### config.mk
export PLATFORM = sky130hd
export DESIGN_NAME = exec_controller_flat
export DESIGN_NICKNAME = d
export VERILOG_FILES = /design/src/rtl/exec_controller_if.sv /design/src/rtl/exec_controller.sv /design/src/flat_wrapper.sv
export SDC_FILE = /design/constraint.sdc
export NUM_CORES = 1
export LEC_CHECK = 0
export BUFFER_PORTS_ARGS = -buffer_cell sky130_fd_sc_hd__buf_4
export CORE_MARGIN = 10
export CORE_UTILIZATION = 55
export DETAILED_ROUTE_END_ITERATION = 12
export PLACE_DENSITY = 0.79
export SLEW_MARGIN = 40
export SYNTH_ARGS = -nofsm -noshare
export SYNTH_HDL_FRONTEND = slang
export SYNTH_SLANG_ARGS = --single-unit
### constraint.sdc
create_clock -name i_clk -period 2.3 [get_ports i_clk]
set_input_delay 0.46 -clock i_clk [delete_from_list [all_inputs] [get_ports i_clk]]
set_output_delay 0.46 -clock i_clk [all_outputs]
set_load 0.02 [all_outputs]
### src/rtl/exec_controller_if.sv
// Command handshake and pipeline control bundle between the debug command
// decoder / pipeline top (master) and the execution controller (slave).
interface exec_controller_if #(
  parameter int unsigned CYCLE_COUNT_BITS = 32
);
  logic                        i_cmd_valid;
  logic [1:0]                  i_cmd;
  logic                        o_cmd_ready;
  logic                        i_halt;
  logic                        o_enable;
  logic                        o_flush;
  logic                        o_halted;
  logic                        o_step_done;
  logic [CYCLE_COUNT_BITS-1:0] o_cycle_count;

  modport master (
    output i_cmd_valid, i_cmd, i_halt,
    input  o_cmd_ready, o_enable, o_flush, o_halted, o_step_done, o_cycle_count
  );

  modport slave (
    input  i_cmd_valid, i_cmd, i_halt,
    output o_cmd_ready, o_enable, o_flush, o_halted, o_step_done, o_cycle_count
  );
endinterface

### src/rtl/exec_controller.sv
// Debug-unit execution sequencer: turns RUN/STEP/STOP/RESET_PIPE into pipeline
// enable/flush, tracks program halt and counts enabled cycles.
module exec_controller #(
  parameter int unsigned CYCLE_COUNT_BITS = 32,
  parameter int unsigned FLUSH_CYCLES     = 3
) (
  input  logic             i_clk,
  input  logic             i_reset,
  exec_controller_if.slave bus
);

  typedef enum logic [2:0] {IDLE, RUNNING, STEPPING, HALTED, FLUSHING} state_e;
  typedef enum logic [1:0] {CMD_RUN, CMD_STEP, CMD_STOP, CMD_RESET_PIPE} cmd_e;

  localparam logic [3:0]                  FLUSH_LOAD = 4'(FLUSH_CYCLES - 1);
  localparam logic [CYCLE_COUNT_BITS-1:0] COUNT_ONE  = CYCLE_COUNT_BITS'(1);

  state_e     state;
  logic [3:0] flush_left;
  logic       cmd_fire;
  cmd_e       cmd;
  logic       enter_flush;

  assign cmd      = cmd_e'(bus.i_cmd);
  assign cmd_fire = bus.i_cmd_valid && bus.o_cmd_ready;

  // Ready is only high in IDLE/RUNNING/HALTED, so a fired RESET_PIPE always
  // flushes unless a halt in RUNNING takes priority on the same edge.
  always_comb begin
    enter_flush = cmd_fire && (cmd == CMD_RESET_PIPE) &&
                  !((state == RUNNING) && bus.i_halt);
  end

  always_ff @(posedge i_clk) begin
    if (!i_reset) begin
      state             <= IDLE;
      flush_left        <= '0;
      bus.o_cmd_ready   <= 1'b1;
      bus.o_enable      <= 1'b0;
      bus.o_flush       <= 1'b0;
      bus.o_halted      <= 1'b0;
      bus.o_step_done   <= 1'b0;
      bus.o_cycle_count <= '0;
    end else begin
      bus.o_step_done <= 1'b0;
      if (bus.o_enable && (bus.o_cycle_count != '1))
        bus.o_cycle_count <= bus.o_cycle_count + COUNT_ONE;

      if (enter_flush) begin
        // Clearing here overrides the increment above on the entry edge.
        state             <= FLUSHING;
        flush_left        <= FLUSH_LOAD;
        bus.o_cmd_ready   <= 1'b0;
        bus.o_enable      <= 1'b0;
        bus.o_flush       <= 1'b1;
        bus.o_halted      <= 1'b0;
        bus.o_cycle_count <= '0;
      end else begin
        case (state)
          IDLE: begin
            if (cmd_fire) begin
              case (cmd)
                CMD_RUN: begin
                  state        <= RUNNING;
                  bus.o_enable <= 1'b1;
                end
                CMD_STEP: begin
                  state           <= STEPPING;
                  bus.o_enable    <= 1'b1;
                  bus.o_cmd_ready <= 1'b0;
                end
                default: ;
              endcase
            end
          end
          RUNNING: begin
            if (bus.i_halt) begin
              state        <= HALTED;
              bus.o_enable <= 1'b0;
              bus.o_halted <= 1'b1;
            end else if (cmd_fire && (cmd == CMD_STOP)) begin
              state        <= IDLE;
              bus.o_enable <= 1'b0;
            end
          end
          STEPPING: begin
            bus.o_enable    <= 1'b0;
            bus.o_cmd_ready <= 1'b1;
            bus.o_step_done <= 1'b1;
            if (bus.i_halt) begin
              state        <= HALTED;
              bus.o_halted <= 1'b1;
            end else begin
              state <= IDLE;
            end
          end
          HALTED: ;
          FLUSHING: begin
            if (flush_left == '0) begin
              state           <= IDLE;
              bus.o_flush     <= 1'b0;
              bus.o_cmd_ready <= 1'b1;
            end else begin
              flush_left <= flush_left - 4'd1;
            end
          end
          default: state <= IDLE;
        endcase
      end
    end
  end

endmodule

### src/flat_wrapper.sv
// flat-port wrapper written by rule: the top's interface ports become plain ports
module exec_controller_flat 
#(
  parameter int unsigned CYCLE_COUNT_BITS = 32,
  parameter int unsigned FLUSH_CYCLES     = 3
)
  (i_clk, i_reset, bus_i_cmd_valid, bus_i_cmd, bus_i_halt, bus_o_cmd_ready, bus_o_enable, bus_o_flush, bus_o_halted, bus_o_step_done, bus_o_cycle_count);
  exec_controller_if #(.CYCLE_COUNT_BITS(CYCLE_COUNT_BITS)) bus_i ();
  input  logic i_clk;
  input  logic i_reset;
  input wire logic [$bits(bus_i.i_cmd_valid)-1:0] bus_i_cmd_valid;
  input wire logic [$bits(bus_i.i_cmd)-1:0] bus_i_cmd;
  input wire logic [$bits(bus_i.i_halt)-1:0] bus_i_halt;
  output wire logic [$bits(bus_i.o_cmd_ready)-1:0] bus_o_cmd_ready;
  output wire logic [$bits(bus_i.o_enable)-1:0] bus_o_enable;
  output wire logic [$bits(bus_i.o_flush)-1:0] bus_o_flush;
  output wire logic [$bits(bus_i.o_halted)-1:0] bus_o_halted;
  output wire logic [$bits(bus_i.o_step_done)-1:0] bus_o_step_done;
  output wire logic [$bits(bus_i.o_cycle_count)-1:0] bus_o_cycle_count;
  assign bus_i.i_cmd_valid = bus_i_cmd_valid;
  assign bus_i.i_cmd = bus_i_cmd;
  assign bus_i.i_halt = bus_i_halt;
  assign bus_o_cmd_ready = bus_i.o_cmd_ready;
  assign bus_o_enable = bus_i.o_enable;
  assign bus_o_flush = bus_i.o_flush;
  assign bus_o_halted = bus_i.o_halted;
  assign bus_o_step_done = bus_i.o_step_done;
  assign bus_o_cycle_count = bus_i.o_cycle_count;
  exec_controller #(.CYCLE_COUNT_BITS(CYCLE_COUNT_BITS), .FLUSH_CYCLES(FLUSH_CYCLES)) u_core (.i_clk(i_clk), .i_reset(i_reset), .bus(bus_i));
endmodule
==> metrics.md <==
| Metric | Value |
|---|---|
| Status | `finished, final reports clean` |
| Largest net degree at the start of global routing | `26` |
| CTS tree | `built` |
| Hold WS | `roughly 390 ps` |
| Max-slew headroom | `0.614` |
| Register area share after synthesis | `0.392` |
| Synth top area share | `0.392` |
| Routed wire length | `about 5700 um` |
| Cells after Synth | `270` |
| Worst Hold Class | `input port to flip-flop` |
| Crit-path slowest cell | `or4_1` |
| # resized after CTS | `0` |
| Fmax | `0.456 GHz` |
| Final hold vios | `0` |
| Gate power share | `0.102` |
| Clock Skews | `between 8 and 9 ps` |
| Mapped Area | `approximately 2200 um^2` |
| GR Util met2 | `0.272` |
| Total clock sinks | `44` |
| CP Capture Type | `flip-flop` |
| Static Leak | `about 1 nW` |
| Dpl ws | `between 150 and 200 ps` |
| Peak supply drop | `between 0.4 and 0.5 mV` |
| Final period utilization | `0.954` |
| Setup WS post-layout | `about 110 ps` |
| RSZ-0062 raised after global routing | `false` |
| Placement Rows | `23` |
| Via density | `around 6` |
| Syn_area_per_cell | `8.31 um^2` |
| Power Density | `561 nW/um^2` |
| Post-synthesis xor/xnor area fraction | `0.0390` |
| Fin crit period | `around 2200 ps` |
| Gpl congestion | `around 0.8` |
| Clock slew at reported path FFs | `~90 ps` |
| Vias | `between 2000 and 2500` |
| Synth cell count leaders | `dfxtp_1 (44), a21oi_1 (25), nand2_1 (22)` |
| GR Layer Usage met1 | `0.182` |
| #FFs+latches synth | `between 40 and 50` |
| Hold Buf Count CTS | `0` |
| Gr ovfl total | `0` |
| Initial antenna violation count | `0` |
| Crit path launch type | `flip-flop` |
| Worst path cell trace | `nand4_2, or4_1, a211o_1, or3_1, a21oi_1` |
| Final setup vio count | `0` |
| Crit Path Max Fanout | `8` |
| Setup TNS Final | `0 ps` |
| Layout area overhead | `23.9%` |
| H-tree Lvls | `2` |
| Max incr delay on CP | `around 600 ps` |
| Dominant cells by area after synthesis | `dfxtp_1 (39%), a21oi_1 (5.6%), or3_1 (3.9%)` |
| Post-synthesis adder-cell area fraction | `0.0111` |
| EDFF count, synth | `0` |
| Cell internal pwr | `about 1.2 mW` |
| Mapped Nets | `about 280` |
| First-pass GRT wire length | `~9700 um` |
| Simple-gate share of the synthesized area | `0.314` |
| Critical Path RT | `about 2500 ps` |
| Clock buffer depth | `2` |
| Worst slew pin tran | `564 ps` |
| CTS Buf Count | `5` |
| Total number of yosys warnings | `0` |
| Worst skew pair latency | `approximately 300 ps` |
| Yosys cell types | `between 40 and 50` |
| Max Slew Vio Count | `0` |
| Wire per inst | `around 15 um` |
| Global Route met3 Usage | `0.0547` |
| Final ANT Viol Nets | `0` |
| DRC viols | `0` |
| Core Util, Final | `0.700` |
| Busiest grt layer | `met2` |
| Die width | `roughly 84 um` |
| Ant diodes | `0` |
| Die area | `7040 um^2` |
| Starting Density | `0.565` |
| Max-cap violations | `0` |
| Core Region | `3970 um^2` |
| IO buf count | `42` |
| Post-synthesis compound-gate area fraction | `0.200` |
| Sequential power share | `0.516` |
| Drt pass-1 iters | `4` |
| Io pins | `between 40 and 50` |
| Top-count cell post-synth | `dfxtp_1` |
| Vias in the first global route | `roughly 2100` |
| Sw frac | `0.251` |
| Fillers | `341` |
| Post-Place Cells | `365` |
| Root buffer cell | `clkbuf_8` |
| Detailed Place HPWL | `approximately 4100 um` |
| Critical path class | `flip-flop to flip-flop` |
| Net Switching | `approximately 0.39 mW` |
| Data arrival, critical path | `approximately 2400 ps` |
| Die span in y | `~84 um` |
| Post-CTS setup buffers | `0` |
| Post-Layout Cell Count | `~370` |
| Mux contribution to synthesized area | `0.00892` |
| Clock power share | `0.383` |
| Nets | `330` |
| Gr usage total | `0.160` |
| FFs w/ async S/R, synth | `0` |
| Initial DRC count | `~120` |
| Largest family of logic cells by synthesized area | `simple AND/OR/NAND/NOR gates` |
| Largest area contributor in the netlist | `dfxtp_1` |
| Ys flop type | `dfxtp_1` |
| Share of layout cells above drive strength 1 | `0.232` |
==> worst max-delay path, delay by kind of cell, from the launching register on <==
family	cells	cell delay, ps
flops	1	440
simple gates	3	1160
compound gates	2	530
==> worst paths after layout <==
kind	startpoint	endpoint	slack [ps]	cells past startpoint
min reg2reg	u_core.bus.o_cycle_count[15]$_SDFFE_PP0P_	u_core.bus.o_cycle_count[15]$_SDFFE_PP0P_	510	2
max reg2reg	u_core.bus.o_cycle_count[3]$_SDFFE_PP0P_	u_core.bus.o_cycle_count[29]$_SDFFE_PP0P_	110	5
max	u_core.bus.o_cycle_count[3]$_SDFFE_PP0P_	u_core.bus.o_cycle_count[29]$_SDFFE_PP0P_	110	5
min	i_reset	u_core.bus.o_cmd_ready$_SDFFE_PN1P_	390	2
==> area by class of cell <==
type                            count  area, um^2  share of cell area
Inverter                            6        22.5             0.00810
Tap cell                           50        62.6              0.0225
Clock buffer                        5        68.8              0.0248
Timing Repair Buffer               55         413               0.149
Multi-Input combinational cell    210        1290               0.464
Clock inverter                      3        42.5              0.0153
Sequential cell                    44         881               0.317
==> sequential cells by signal (all words and copies together), names as in the netlist <==
signal                    count
u_core.bus.o_enable           1
u_core.bus.o_cycle_count     32
u_core.bus.o_cmd_ready        1
u_core.state                  3
u_core.bus.o_halted           1
u_core.flush_left             4
u_core.bus.o_flush            1
u_core.bus.o_step_done        1
==> per-layer routing <==
layer,up-vias,part of all wire
li1,1128,-
met1,1049,0.44
met2,55,0.48
met3,6,0.060
met4,0,0.011
met5,-,0
==> power by group through the flow <==
stage | Combinational, mW | Clock (mW) | Sequential [mW]
after floorplan | 0.100 | 0 | 0.825
after global placement | 0.157 | 0 | 0.821
after detailed placement | 0.159 | 0 | 0.821
after CTS | 0.159 | 0.599 | 0.804
after global routing | 0.176 | 0.637 | 0.808
final | 0.158 | 0.597 | 0.805
==> logic make-up (layout without fill, tap and decap cells) <==
family,after synthesis,after routing
AND/OR/NAND/NOR,126,126
AO/OA/AOI/OAI,70,70
flip-flops,44,44
buffers and inverters,16,69
XOR/XNOR,10,10
adder cells (fa/ha/maj),2,2
multiplexers,2,2
==> cells in the final DEF (no fill, tap or decap), drive strengths merged, types with 5 or more instances in the layout <==
cell type | Yosys | final
nand3 | 14 | 14
xnor2 | 7 | 7
nor2 | 19 | 19
o31ai | 9 | 9
clkbuf | 5 | 5
and4 | 6 | 6
nor3 | 6 | 6
a2111oi | 5 | 5
inv | 6 | 6
nand2 | 22 | 22
nand4 | 12 | 12
or3 | 15 | 15
nor4 | 5 | 5
buf | 5 | 55
dfxtp | 44 | 44
or4 | 9 | 9
o21ai | 16 | 16
a21oi | 25 | 25
==> stage by stage <==
| step | cell area (um^2) | total power, mW |
|---|---|---|
| finish | 2780 | 1.56 |
| global route | 2780 | 1.62 |
| CTS | 2780 | 1.56 |
| detailed placement | 2670 | 0.980 |
| global placement | 2670 | 0.979 |
| floorplan | 2240 | 0.925 |
No activity file was read; power rests on OpenSTA's default activity.
